[src/rtl/move_key_ctrl_pkg.sv]
`default_nettype none
// ============================================================================
// Module      : move_key_ctrl_pkg
// Description : Shared definitions for the craft move-key front end:
//               direction codes, FSM state encoding, default debounce and
//               step cycle counts, and the fixed-priority key picker.
// Revision    : 1.0 - initial release
// ============================================================================
package move_key_ctrl_pkg;

  // Direction codes carried on direct_o.
  typedef enum logic [1:0] {
    UP    = 2'd0,
    DOWN  = 2'd1,
    LEFT  = 2'd2,
    RIGHT = 2'd3
  } dir_e;

  typedef enum logic [1:0] {
    IDLE   = 2'd0,
    FIRST  = 2'd1,
    REPEAT = 2'd2
  } state_e;

  // 10 ms debounce and 5 ms step at 50 MHz.
  localparam int DEF_DEB_CYCLES  = 500000;
  localparam int DEF_STEP_CYCLES = 250000;
  localparam int DEF_CNT_W       = 20;

  // Key vector layout is {up, down, left, right}; UP has highest priority.
  function automatic dir_e prio_dir(input logic [3:0] k);
    if (k[3])      return UP;
    else if (k[2]) return DOWN;
    else if (k[1]) return LEFT;
    else           return RIGHT;
  endfunction

endpackage
`default_nettype wire

[src/rtl/move_key_ctrl_debounce.sv]
`default_nettype none
// ============================================================================
// Module      : key_debounce
// Description : Two-flop synchroniser plus counter debounce for one raw
//               push-button. The debounced level toggles once the synced
//               input has disagreed with it for DEB_CYCLES consecutive cycles.
// Ports       : clk, rst (async, active-high)
//               key_raw   - raw button level, asynchronous to clk
//               key_level - debounced level
// Revision    : 1.0 - initial release
// ============================================================================
module key_debounce #(
  parameter int DEB_CYCLES = 500000,
  parameter int CNT_W      = 20
) (
  input  logic clk,
  input  logic rst,
  input  logic key_raw,
  output logic key_level
);

  localparam logic [CNT_W-1:0] DEB_LAST = CNT_W'(DEB_CYCLES - 1);

  logic [1:0]       sync;
  logic [CNT_W-1:0] cnt;

  always_ff @(posedge clk or posedge rst) begin
    if (rst) begin
      sync      <= 2'b00;
      cnt       <= '0;
      key_level <= 1'b0;
    end else begin
      sync <= {sync[0], key_raw};
      // Any cycle of agreement restarts the qualification window, so
      // glitches shorter than DEB_CYCLES never reach key_level.
      if (sync[1] == key_level) begin
        cnt <= '0;
      end else if (cnt == DEB_LAST) begin
        key_level <= ~key_level;
        cnt       <= '0;
      end else begin
        cnt <= cnt + 1'b1;
      end
    end
  end

endmodule
`default_nettype wire

[src/rtl/move_key_ctrl.sv]
`default_nettype none
// ============================================================================
// Module      : move_key_ctrl
// Description : Converts four raw push-buttons into a paced single-cycle
//               move request stream for the player craft, and flags a craft
//               that fails to move (sitting at a screen bound).
// Ports       : clk, rst (async, active-high)
//               key_up_i/key_down_i/key_left_i/key_right_i - raw buttons
//               moving_i  - craft moved on the previous request
//               move_en_o - one-cycle move request
//               direct_o  - direction code, valid with move_en_o
//               blocked_o - craft did not move in the held direction
//               keys_o    - debounced keys {up, down, left, right}
// Options     : MOVE_ACCEL_EN - after 8 pulses in one direction the repeat
//               spacing halves until the direction changes or keys release.
// Revision    : 1.0 - initial release
// ============================================================================
module move_key_ctrl
  import move_key_ctrl_pkg::*;
#(
  parameter int DEB_CYCLES  = DEF_DEB_CYCLES,
  parameter int STEP_CYCLES = DEF_STEP_CYCLES,
  parameter int CNT_W       = DEF_CNT_W
) (
  input  logic       clk,
  input  logic       rst,
  input  logic       key_up_i,
  input  logic       key_down_i,
  input  logic       key_left_i,
  input  logic       key_right_i,
  input  logic       moving_i,
  output logic       move_en_o,
  output logic [1:0] direct_o,
  output logic       blocked_o,
  output logic [3:0] keys_o
);

  localparam logic [CNT_W-1:0] STEP_LAST = CNT_W'(STEP_CYCLES - 1);

  logic [3:0] raw_keys;
  assign raw_keys = {key_up_i, key_down_i, key_left_i, key_right_i};

  for (genvar i = 0; i < 4; i++) begin : g_key
    key_debounce #(
      .DEB_CYCLES (DEB_CYCLES),
      .CNT_W      (CNT_W)
    ) u_deb (
      .clk       (clk),
      .rst       (rst),
      .key_raw   (raw_keys[i]),
      .key_level (keys_o[i])
    );
  end

  state_e           state, state_next;
  dir_e             active, active_next;
  logic [3:0]       keys_prev;
  logic [3:0]       rise;
  logic [1:0]       act_bit;
  logic [CNT_W-1:0] step_cnt;
  logic             dir_change;
  logic             at_last;
  logic             pulse;
  logic             restart;

`ifdef MOVE_ACCEL_EN
  localparam logic [CNT_W-1:0] HALF_LAST = CNT_W'(STEP_CYCLES / 2 - 1);
  logic [3:0] pulse_cnt;

  always_ff @(posedge clk or posedge rst) begin
    if (rst) begin
      pulse_cnt <= 4'd0;
    end else if (state_next == IDLE) begin
      pulse_cnt <= 4'd0;
    end else if (pulse) begin
      // Saturates at 8: only "eight or more" matters.
      if (restart)                pulse_cnt <= 4'd1;
      else if (pulse_cnt != 4'd8) pulse_cnt <= pulse_cnt + 1'b1;
    end
  end

  assign at_last = (pulse_cnt == 4'd8) ? (step_cnt == HALF_LAST)
                                       : (step_cnt == STEP_LAST);
`else
  assign at_last = (step_cnt == STEP_LAST);
`endif

  // Arbitration, next state and pulse decision. move_en_o/direct_o are
  // registered from this, so a pulse decided here shows up next cycle.
  always_comb begin
    rise        = keys_o & ~keys_prev;
    act_bit     = 2'd3 - active;
    active_next = active;
    if (rise != 4'd0) begin
      // Last pressed wins; same-cycle presses resolve by priority.
      active_next = prio_dir(rise);
    end else if (keys_o != 4'd0 && !keys_o[act_bit]) begin
      // Active key released with others still held: fall back.
      active_next = prio_dir(keys_o);
    end
    dir_change = (active_next != active);

    state_next = state;
    pulse      = 1'b0;
    restart    = 1'b0;
    case (state)
      IDLE: begin
        if (keys_o != 4'd0) begin
          state_next = FIRST;
          pulse      = 1'b1;
          restart    = 1'b1;
        end
      end
      FIRST: begin
        if (keys_o == 4'd0) begin
          state_next = IDLE;
        end else if (dir_change) begin
          state_next = FIRST;
          pulse      = 1'b1;
          restart    = 1'b1;
        end else begin
          state_next = REPEAT;
        end
      end
      REPEAT: begin
        if (keys_o == 4'd0) begin
          state_next = IDLE;
        end else if (dir_change) begin
          state_next = FIRST;
          pulse      = 1'b1;
          restart    = 1'b1;
        end else if (at_last) begin
          pulse = 1'b1;
        end
      end
      default: state_next = IDLE;
    endcase
  end

  always_ff @(posedge clk or posedge rst) begin
    if (rst) begin
      state     <= IDLE;
      active    <= UP;
      keys_prev <= 4'd0;
      step_cnt  <= '0;
      move_en_o <= 1'b0;
      direct_o  <= UP;
      blocked_o <= 1'b0;
    end else begin
      state     <= state_next;
      active    <= active_next;
      keys_prev <= keys_o;
      move_en_o <= pulse;
      if (pulse) direct_o <= active_next;
      // Counter reads 0 during every pulse cycle.
      if (state_next == IDLE || pulse) step_cnt <= '0;
      else                             step_cnt <= step_cnt + 1'b1;
      // moving_i is judged on the edge closing each pulse cycle.
      if (state_next == IDLE || restart) blocked_o <= 1'b0;
      else if (move_en_o)                blocked_o <= ~moving_i;
    end
  end

endmodule
`default_nettype wire
[config.mk]
export PLATFORM = sky130hd
export DESIGN_NAME = move_key_ctrl
export DESIGN_NICKNAME = d
export VERILOG_FILES = /design/src/rtl/move_key_ctrl_pkg.sv /design/src/rtl/move_key_ctrl_debounce.sv /design/src/rtl/move_key_ctrl.sv
export SDC_FILE = /design/constraint.sdc
export NUM_CORES = 1
export LEC_CHECK = 0
export CELL_PAD_IN_SITES_DETAIL_PLACEMENT = 1
export CELL_PAD_IN_SITES_GLOBAL_PLACEMENT = 2
export CORE_MARGIN = 4
export CORE_UTILIZATION = 44
export CTS_CLUSTER_DIAMETER = 40
export CTS_CLUSTER_SIZE = 14
export DETAILED_ROUTE_END_ITERATION = 10
export PLACE_DENSITY_LB_ADDON = 0.25
export SETUP_SLACK_MARGIN = 0.1
export SLEW_MARGIN = 30
export SYNTH_ARGS = -nofsm -noshare
export SYNTH_HDL_FRONTEND = slang
export SYNTH_SLANG_ARGS = --single-unit
[constraint.sdc]
create_clock -name clk -period 5.75 [get_ports clk]
set_clock_uncertainty 0.1 [all_clocks]
set_input_delay 0.575 -clock clk [delete_from_list [all_inputs] [get_ports clk]]
set_output_delay 0.575 -clock clk [all_outputs]
set_load 0.05 [all_outputs]
# After elaboration in Yosys (flattened, before gate mapping)
# Cells that the tools add are included.
[word_totals]
input_bits = 7
reg_bits = 124
word_cells = 99
output_inout_bits = 8
[op_classes]
mux = 35
eq_ne = 12
n_bitwise = 11
order_cmp = 1
reduce_logical = 15
addsub = 6
[ops]
columns = ["cell", "count"]
rows = [
  ["two-way mux 20 bit", 9],
  ["adder 20 x 1 -> 20 bit, second input constant", 5],
  ["== test 20 x 19 -> 1 bit, second input constant", 4],
  ["two-way mux 2 bit", 11],
  ["== test 20 x 18 -> 1 bit, second input constant", 1],
  ["two-way mux 1 bit", 11],
  ["inverter 1 bit", 9],
  ["AND reduction 2 bit", 4],
  ["nonzero test 4 bit", 2],
  ["one-hot mux 2 bit (3 select lines)", 1],
  ["bitwise AND 4 bit", 1],
  ["== test 1 bit", 4],
  ["zero test 2 bit", 2],
  ["zero test 4 bit", 1],
  ["inverter 4 bit", 1],
  ["less-than comparator 2 x 3 -> 1 bit, second input constant", 1],
  ["one-hot mux 1 bit (3 select lines)", 1],
  ["binary-select mux 1 bit (select 2 bit)", 1],
  ["== test 2 x 1 -> 1 bit, second input constant", 1],
  ["== test 2 bit, second input constant", 1],
  ["logical OR 1 bit", 2],
  ["!= test 2 bit", 1],
  ["one-hot mux 1 bit (2 select lines)", 1],
  ["nonzero test 2 bit", 1],
  ["other kinds (4)", 4],
]

# Depth between registers and ports, before layout
# Gate-level depths: netlist of run 1.
[depth]
word_depth = 14
ltp_mapped = 9
depth_no_buf = 8

# By module
# From an unflattened synthesis of run 1, not the netlist that was laid out.
[unflattened]
cells_unflattened = 635
area_unflattened_um2 = 6500.0
[modules_own_cells]
columns = ["module", "area_each_um2", "n_inst", "seq_area_each_um2", "cells_each"]
rows = [
  ["key_debounce", 1144.8, 4, 575.6, 111],
  ["move_key_ctrl", 1920.6, 1, 800.8, 191],
]

# Worst setup path before layout of run 1
# No wires, ideal clock.
[synth_path]
kind = "reg2reg"
startpoint = "register g_key[2].u_deb.key_level"
endpoint = "register step_cnt[11]"
arrival_ns = 2.151
path_slack_ns = 3.381
t_required_ns = 5.531
setup_time_ns = 0.119
period_less_slack_ns = 2.369
path_buffers = 2
stages_incl_launch_ff = 10
cell_sequence = "dfrtp_1 > buf_4 > nor2b_1 > a21oi_1 > a211oi_1 > a221o_1 > or2_4 > o2111ai_2 > buf_6 > nor2_2"
[synth_between]
elab_chain_cells = 13
word_cells_on_any_way = 30
cone_classes = "1 x eq/ne; 21 x mux; 1 x bitwise; 7 x reduce/logical"
[synth_lines]
columns = ["item", "line_no", "text"]
rows = [
  ["start, declared", "move_key_ctrl_debounce.sv:19", "output logic key_level"],
  ["start signal, assigned", "move_key_ctrl_debounce.sv:39", "key_level <= ~key_level;"],
  ["binary-select mux 1 bit (select 2 bit)", "move_key_ctrl.sv:97", "end else if (keys_o != 4'd0 && !keys_o[act_bit]) begin"],
  ["two-way mux 1 bit (implied by the code)", "move_key_ctrl.sv:97", ""],
  ["zero test 1 bit", "move_key_ctrl.sv:97", ""],
  ["logical AND 1 bit", "move_key_ctrl.sv:97", ""],
  ["two-way mux 2 bit", "move_key_ctrl.sv:97", ""],
  ["two-way mux 2 bit", "move_key_ctrl.sv:94", "if (rise != 4'd0) begin"],
  ["!= test 2 bit", "move_key_ctrl.sv:101", "dir_change = (active_next != active);"],
  ["two-way mux 2 bit (on tied branches)", "move_key_ctrl.sv:128, move_key_ctrl.sv:117", ""],
  ["two-way mux 2 bit (on tied branches)", "move_key_ctrl.sv:126, move_key_ctrl.sv:115", ""],
  ["one-hot mux 2 bit (3 select lines)", "move_key_ctrl.sv:106", "case (state)"],
  ["zero test 2 bit", "move_key_ctrl.sv:156", "if (state_next == IDLE || pulse) step_cnt <= '0;"],
  ["logical OR 1 bit (*)", "move_key_ctrl.sv:156", ""],
  ["two-way mux 20 bit (*)", "move_key_ctrl.sv:156", ""],
  ["end signal, assigned", "move_key_ctrl.sv:157", "else step_cnt <= step_cnt + 1'b1;"],
  ["end, declared", "move_key_ctrl.sv:60", "logic [CNT_W-1:0] step_cnt;"],
]
# Mark *: on every way between the ends. The rest lies on a longest branch, timed or not. The select of a mux whose other input is x is not followed.
# A chain may end at the register's enable or synchronous reset.

# Worst setup path in the final report of run 1
[layout_path]
startpoint = "register g_key[3].u_deb.key_level"
endpoint = "register step_cnt[10]"
[layout_between]
elab_chain_cells = 13
word_cells_on_any_way = 28
cone_classes = "1 x eq/ne; 19 x mux; 1 x bitwise; 7 x reduce/logical"
[layout_lines]
columns = ["item", "line_no"]
rows = [
  ["start, declared", "move_key_ctrl_debounce.sv:19"],
  ["start signal, assigned", "move_key_ctrl_debounce.sv:39"],
  ["binary-select mux 1 bit (select 2 bit)", "move_key_ctrl.sv:97"],
  ["two-way mux 1 bit (implied by the code)", "move_key_ctrl.sv:97"],
  ["zero test 1 bit", "move_key_ctrl.sv:97"],
  ["logical AND 1 bit", "move_key_ctrl.sv:97"],
  ["two-way mux 2 bit", "move_key_ctrl.sv:97"],
  ["two-way mux 2 bit", "move_key_ctrl.sv:94"],
  ["!= test 2 bit", "move_key_ctrl.sv:101"],
  ["two-way mux 2 bit (on tied branches)", "move_key_ctrl.sv:128, move_key_ctrl.sv:117"],
  ["two-way mux 2 bit (on tied branches)", "move_key_ctrl.sv:126, move_key_ctrl.sv:115"],
  ["one-hot mux 2 bit (3 select lines)", "move_key_ctrl.sv:106"],
  ["zero test 2 bit", "move_key_ctrl.sv:156"],
  ["logical OR 1 bit (*)", "move_key_ctrl.sv:156"],
  ["two-way mux 20 bit (*)", "move_key_ctrl.sv:156"],
]
# Marks and branches as above.

==> impl_results.md, run 1 <==
* Nets@finish at 624
* Initial antenna violation count at 0
* # clock sinks at 124
* Worst-Skew Late Latency at 430 ps
* Die height at 125 microns
* Max FO, Critical Path at 20
* Clock slew at the register clock pins of the worst setup and hold paths at 60 ps
* Via count at 4217
* Worst hold stages at 0
* Number of remaining DRC errors at 0
* Minimum clock period at 2750 ps
* Synthesized area at 5980 sq um
* WP data arrival at 3000 ps
* GRT Util Overall at 18.0%
* Die area at 15500 sq um
* CP Capture Type: flip-flop
* HPWL after DPL at 8350 microns
* Crit path kind: reg -> reg
* CP max-delay cell: dfrtp_1
* Max IR drop VDD at 238 uV
* Yosys top cell area share at 51.9%
* Sequential power share at 40.7%
* PD cells at 315 nW/um^2
* Initial Util at 45.0%
* Die W at 125 microns
* Clock power share at 57.2%
* Number of I/O pins at 15
* Crit path cell chain: nor4_4 -> nor4b_1 -> a41o_1 -> or4_4 -> o21ai_4 -> o2111ai_2 -> buf_4 -> nor2_2
* Syn Area/Cell at 10.1 sq um
* Area after DPL at 6250 sq um
* Library cells used by synthesis at 56
* Seq/Total Area, Yosys at 51.9%
* GR Util met1 at 22.6%
* Setup Viol. Count Final at 0
* GRT overflow at 0
* N_diodes at 0
* Peak Freq at 364 MHz
* # fillers at 1459
* Gpl congestion at 0.823
* Biggest area consumer among synthesized cells: dfrtp_1
* Post-CTS Hold Buffers at 0
* Final antenna-violating net count at 0
* First-pass detailed-route iteration total at 6
* Worst hold path class: reg -> reg
* Root buffer cell: clkbuf_16
* Post-Syn Instances at 591
* Initial detailed-routing violation count at 199
* Post_cts resized at 0
* Number of synthesized flops with an enable pin at 0
* Setup TNS at 0 ps
* Commonest non-fill, non-tap cells in the layout: dfrtp_1 (124), nor2_1 (96), xor2_1 (56)
* Hold Slack at 250 ps
* Wirelength per Cell at 16.1 microns
* Internal Pwr Total at 0.00173 W
* CTS tree: yes
* Met3 GRT Util at 5.62%
* Rel. slew slack at 48.1%
* Post-DR vias/cell at 5.29
* Drt total wl at 12800 microns
* Dominant synthesized flop cell: dfrtp_1
* Port Buffer Count at 14
* Logic pwr share at 2.1%
* CTS max path bufs at 2
* Req. time, crit path at 6010 ps
* Core Area at 13300 sq um
* Synthesized net count at 607
* Sw Ratio at 20.7%
* Worst R2R Path Depth at 8
* Final instance area at 6950 sq um
* Worst slew pin tran at 778 ps
* Fin util at 52.2%
* Largest stage delay, worst path at 540 ps
* YS warnings at 0
* Vias in the first global route at 4616
* Psw at 0.000453 W
* Area delta synth->final at 16.2%
* Post-CTS Setup Bufs at 0
* RSZ-0062 raised after global routing: false
* Status: complete, no violations
* Row count at 42
* Total CTS buffers at 17
* Placed cell count at 765
* Final Hold Fails at 0
* Asr flop ratio synth at 100%
* GRT busiest layer: met2
* Layout cells sized above 1 at 12.1%
* Pins Over Slew Limit at 0
* Crit path launch type: flip-flop
* Final non-filler cell total at 797
* Global-route wire length before repair at 22600 microns
* Leakage Power at 2.93 nW
* Met2 usage at 29.1%
* Fin crit share at 47.8%
* Largest net degree at the start of global routing at 82
* H-tree levels at 4
* Number of synthesized register bits at 124
* Most common cell after layout, fill and taps aside: dfrtp_1
* Top post-synthesis cells by area: dfrtp_1 (52%), xor2_1 (8.2%), nor2_1 (6.0%)
* Maxcap violations at 0
area by class of cell:
class	count	area (sq um)	share of cell area (%)
flip-flops and latches	124	3100	44.7
repair buffers	16	155	2.23
clock buffers	19	453	6.52
clock inverters	13	236	3.40
well taps	176	220	3.17
inverters	17	68.8	0.991
multi-input cells	432	2710	39.0
power groups by stage:
stage | logic [W] | registers (W) | clock network [W]
floorplan | 0.0000327 | 0.000904 | 0
global placement | 0.0000455 | 0.000906 | 0
detailed placement | 0.0000472 | 0.000907 | 0
CTS | 0.0000478 | 0.000891 | 0.00127
global route | 0.0000539 | 0.000892 | 0.00132
finish | 0.0000454 | 0.000891 | 0.00125
final timing paths:
path	startpoint	to	slack [ps]
max	g_key[3].u_deb.key_level	step_cnt[10]	3000
max in group asynchronous	rst	step_cnt[5]	3970
min	g_key[3].u_deb.sync[0]	g_key[3].u_deb.sync[1]	250
min reg2reg	g_key[3].u_deb.sync[0]	g_key[3].u_deb.sync[1]	250
min in group asynchronous	rst	g_key[1].u_deb.cnt[15]	550
max reg2reg	g_key[3].u_deb.key_level	step_cnt[10]	3000
worst max-delay path: cells and delay by family, from the launching register on:
family | cells | cell delay, ps
simple gates | 4 | 1240
flops | 1 | 540
compound gates | 3 | 540
buf+inv | 1 | 250
layer usage:
metal / wire length (microns) / vias to the layer above
met4: 234 / 0
met5: 0 / -
li1: - / 2041
met3: 374 / 17
met2: 6350 / 35
met1: 5850 / 2124
state kept, by name, indices dropped and copies added (netlist names):
signal and cells:
g_key.u_deb.key_level 4, g_key.u_deb.cnt 80, keys_prev 4, state 2
active 2, move_en_o 1, step_cnt 20, direct_o 2
blocked_o 1, g_key.u_deb.sync 8
cell families after synthesis:
kind of cell | share of synthesized area [%]
adder cells (fa/ha/maj) | 1.88
multiplexers | 1.11
buffers and inverters | 2.80
XOR/XNOR | 12.7
AND/OR/NAND/NOR | 24.0
AO/OA/AOI/OAI | 5.61
flip-flops | 51.9
stage by stage:
step                      worst slack, ps  total power, W
after detailed placement             3000        0.000954
after global placement               3110        0.000951
after floorplan                      1780        0.000937
after global routing                 2840         0.00227
after CTS                            2980         0.00221
final                                3000         0.00219
synth_stat cells (2+ instances only):
| master | count |
|---|---|
| nor2_1 | 96 |
| mux2_2 | 5 |
| nand4_1 | 17 |
| nor2b_1 | 3 |
| a21oi_1 | 15 |
| ha_1 | 9 |
| inv_1 | 16 |
| a22oi_1 | 2 |
| nand3_1 | 37 |
| nand2_1 | 40 |
| nor4_1 | 6 |
| and4_1 | 6 |
| a221o_1 | 2 |
| o21ai_0 | 11 |
| or3_1 | 10 |
| buf_4 | 5 |
| nor2_2 | 20 |
| buf_6 | 2 |
| nor4b_1 | 7 |
| dfrtp_1 | 124 |
| nand2b_1 | 3 |
| xor2_1 | 56 |
| buf_2 | 2 |
| and3_1 | 12 |
| nor3_1 | 13 |
| or2_2 | 4 |
| xnor2_1 | 31 |
| clkbuf_1 | 9 |
No activity file was read; power rests on OpenSTA's default activity.
==> run 2: changes to the inputs <==
--- a/config.mk
+++ b/config.mk
@@ -8,7 +8,7 @@
 export CELL_PAD_IN_SITES_DETAIL_PLACEMENT = 1
 export CELL_PAD_IN_SITES_GLOBAL_PLACEMENT = 2
 export CORE_MARGIN = 4
-export CORE_UTILIZATION = 44
+export CORE_UTILIZATION = 41
 export CTS_CLUSTER_DIAMETER = 40
 export CTS_CLUSTER_SIZE = 14
 export DETAILED_ROUTE_END_ITERATION = 10
==> constraint.sdc (replaced) <==
create_clock -name clk -period 2.8 [get_ports clk]
set_clock_uncertainty 0.1 [all_clocks]
set_input_delay 0.28 -clock clk [delete_from_list [all_inputs] [get_ports clk]]
set_output_delay 0.28 -clock clk [all_outputs]
set_load 0.05 [all_outputs]
==> impl_results.md, run 2 (synthesis results as in run 1) <==
* H-tree levels at 4
* Clock slew at the register clock pins of the worst setup and hold paths at 60 ps
* Initial Util at 42.4%
* GRT Util Overall at 16.6%
* Rel. slew slack at 64.2%
* Die height at 129 microns
* WP data arrival at 2800 ps
* Port Buffer Count at 14
* Worst hold stages at 1
* Drt total wl at 12300 microns
* Status: complete, no violations
* Initial antenna violation count at 0
* Sequential power share at 44.1%
* Crit path buffers/inverters at 1
* Max FO, Critical Path at 20
* R2r endpoint: step_cnt[17]
* Pins Over Slew Limit at 0
* Critical path's top delay family: simple AND/OR/NAND/NOR gates
* Fin crit share at 91.2%
* Largest stage delay, worst path at 540 ps
* Die area at 16600 sq um
* Vias in the first global route at 4603
* Final Hold Fails at 0
* Nets@finish at 630
* Initial detailed-routing violation count at 141
* Largest regs: g_key.u_deb.cnt: 80 flops, step_cnt: 20 flops, g_key.u_deb.sync: 8 flops
* R2R Setup Slk at 250 ps
* Maxcap violations at 0
* Wirelength per Cell at 15.2 microns
* Via count at 4182
* Max reg flops at 80
* Global-route wire length before repair at 22200 microns
* RSZ-0062 raised after global routing: false
* Crit path kind: reg -> reg
* Post-CTS Hold Buffers at 0
* Post-DR vias/cell at 5.20
* Setup Viol. Count Final at 0
* CTS max path bufs at 2
* First-pass detailed-route iteration total at 4
* Worst r2r src: step_cnt[0]
* Sw Ratio at 21.0%
* Final antenna-violating net count at 0
* Crit path cell chain: ha_1 -> and3_1 -> a41o_1 -> or4_4 -> o21ai_4 -> o2111ai_2 -> buf_12 -> nor2_2
* CP Capture Type: flip-flop
* # clock sinks at 124
* Worst R2R Path Depth at 8
* Leakage Power at 2.92 nW
* Largest Register: g_key.u_deb.cnt
* Area delta synth->final at 16.0%
* Core Area at 14100 sq um
* Peak Freq at 391 MHz
* Clock power share at 53.5%
* Layout cells sized above 1 at 13.1%
* Crit path depth at 8
* Number of I/O pins at 15
* Minimum clock period at 2550 ps
* Largest net degree at the start of global routing at 91
* Hold wc startpoint: key_right_i
* GRT overflow at 0
* Worst slew pin tran at 535 ps
* Internal Pwr Total at 0.00327 W
* Worst-Skew Late Latency at 420 ps
* Root buffer cell: clkbuf_16
* Row count at 43
* Area after DPL at 6320 sq um
* Max IR drop VDD at 482 uV
* Die W at 129 microns
* Gpl congestion at 0.796
* Total CTS buffers at 17
* Logic pwr share at 2.3%
* CTS tree: yes
* CP max-delay cell: or4_4
* N_diodes at 0
* Crit path launch type: flip-flop
* Final instance area at 6940 sq um
* Commonest non-fill, non-tap cells in the layout: dfrtp_1 (123), nor2_1 (96), xor2_1 (56)
* Number of remaining DRC errors at 0
* PD cells at 597 nW/um^2
* Setup TNS at 0 ps
* HPWL after DPL at 8280 microns
* Hold-critical path endpoint: g_key[0].u_deb.sync[0]
* Worst hold path class: in -> reg
* # fillers at 1573
* Psw at 0.000871 W
* Most common cell after layout, fill and taps aside: dfrtp_1
* Req. time, crit path at 3040 ps
[run 2: changes by cell type in the layout (fill, tap and decap cells not counted), moves of 2 or more]
| cell | previous run | this run |
|---|---|---|
| buf_4 | 2 | 6 |
| clkinvlp_4 | 1 | 4 |
| bufinv_16 | 6 | 3 |
| buf_12 | 0 | 2 |
| clkinv_2 | 1 | 3 |
| inv_6 | 3 | 0 |
[run 2: layout make-up]
type,count,area [sq um],share of cell area [%]
Clock buffer,19,453,6.53
Inverter,17,67.6,0.974
Timing Repair Buffer,22,225,3.25
Sequential cell,124,3100,44.7
Clock inverter,11,145,2.09
Tap cell,180,225,3.25
Multi-Input combinational cell,432,2720,39.2
[run 2: power by group through the flow]
stage	sequential (W)	combinational, W	clock (W)
5_1_grt	0.00183	0.000115	0.00239
6_report	0.00183	0.0000965	0.00222
2_1_floorplan	0.00186	0.0000674	0
3_3_place_gp	0.00186	0.0000985	0
4_1_cts	0.00183	0.000102	0.00229
3_5_place_dp	0.00186	0.000101	0
[run 2: routing by layer]
layer	share of wire [%]	vias to the layer above	track usage [%]	routed length [microns]
li1	-	2042	-	-
met1	47	2100	21.0	5780
met2	49	31	27.5	6010
met3	2.9	9	5.31	358
met4	0.92	0	4.82	113
met5	0	-	0	0
[run 2: worst max-delay path by stage]
stage                   end                     start  slack (ps)
2_1_floorplan  step_cnt[11]  g_key[2].u_deb.key_level         430
3_3_place_gp   step_cnt[10]  g_key[2].u_deb.key_level         270
3_5_place_dp   step_cnt[17]  g_key[2].u_deb.key_level         120
4_1_cts           blocked_o  g_key[2].u_deb.key_level         190
5_1_grt         step_cnt[9]  g_key[1].u_deb.key_level         100
6_report       step_cnt[17]               step_cnt[0]         250
[run 2: timing repair]
action / CTS / global route
gates resized for setup: 0 / 3
hold endpoints to repair: 0 / 0
gates cloned: 0 / 0
endpoints found under the setup margin: 1 / 22
buffers inserted: 1 / 0
pin swaps: 1 / 1
[run 2: through the flow]
stage / cells / util (%) / hold slack, ps / setup WS [ps] / total power [W]
floorplan: 591 / - / 211 / 431 / 0.00192
global placement: 774 / 44.9 / 236 / 266 / 0.00196
detailed placement: 774 / 44.9 / 240 / 125 / 0.00196
CTS: 805 / 49.2 / 183 / 189 / 0.00422
global route: 805 / 49.2 / 174 / 104 / 0.00433
finish: 805 / 49.2 / 204 / 245 / 0.00415
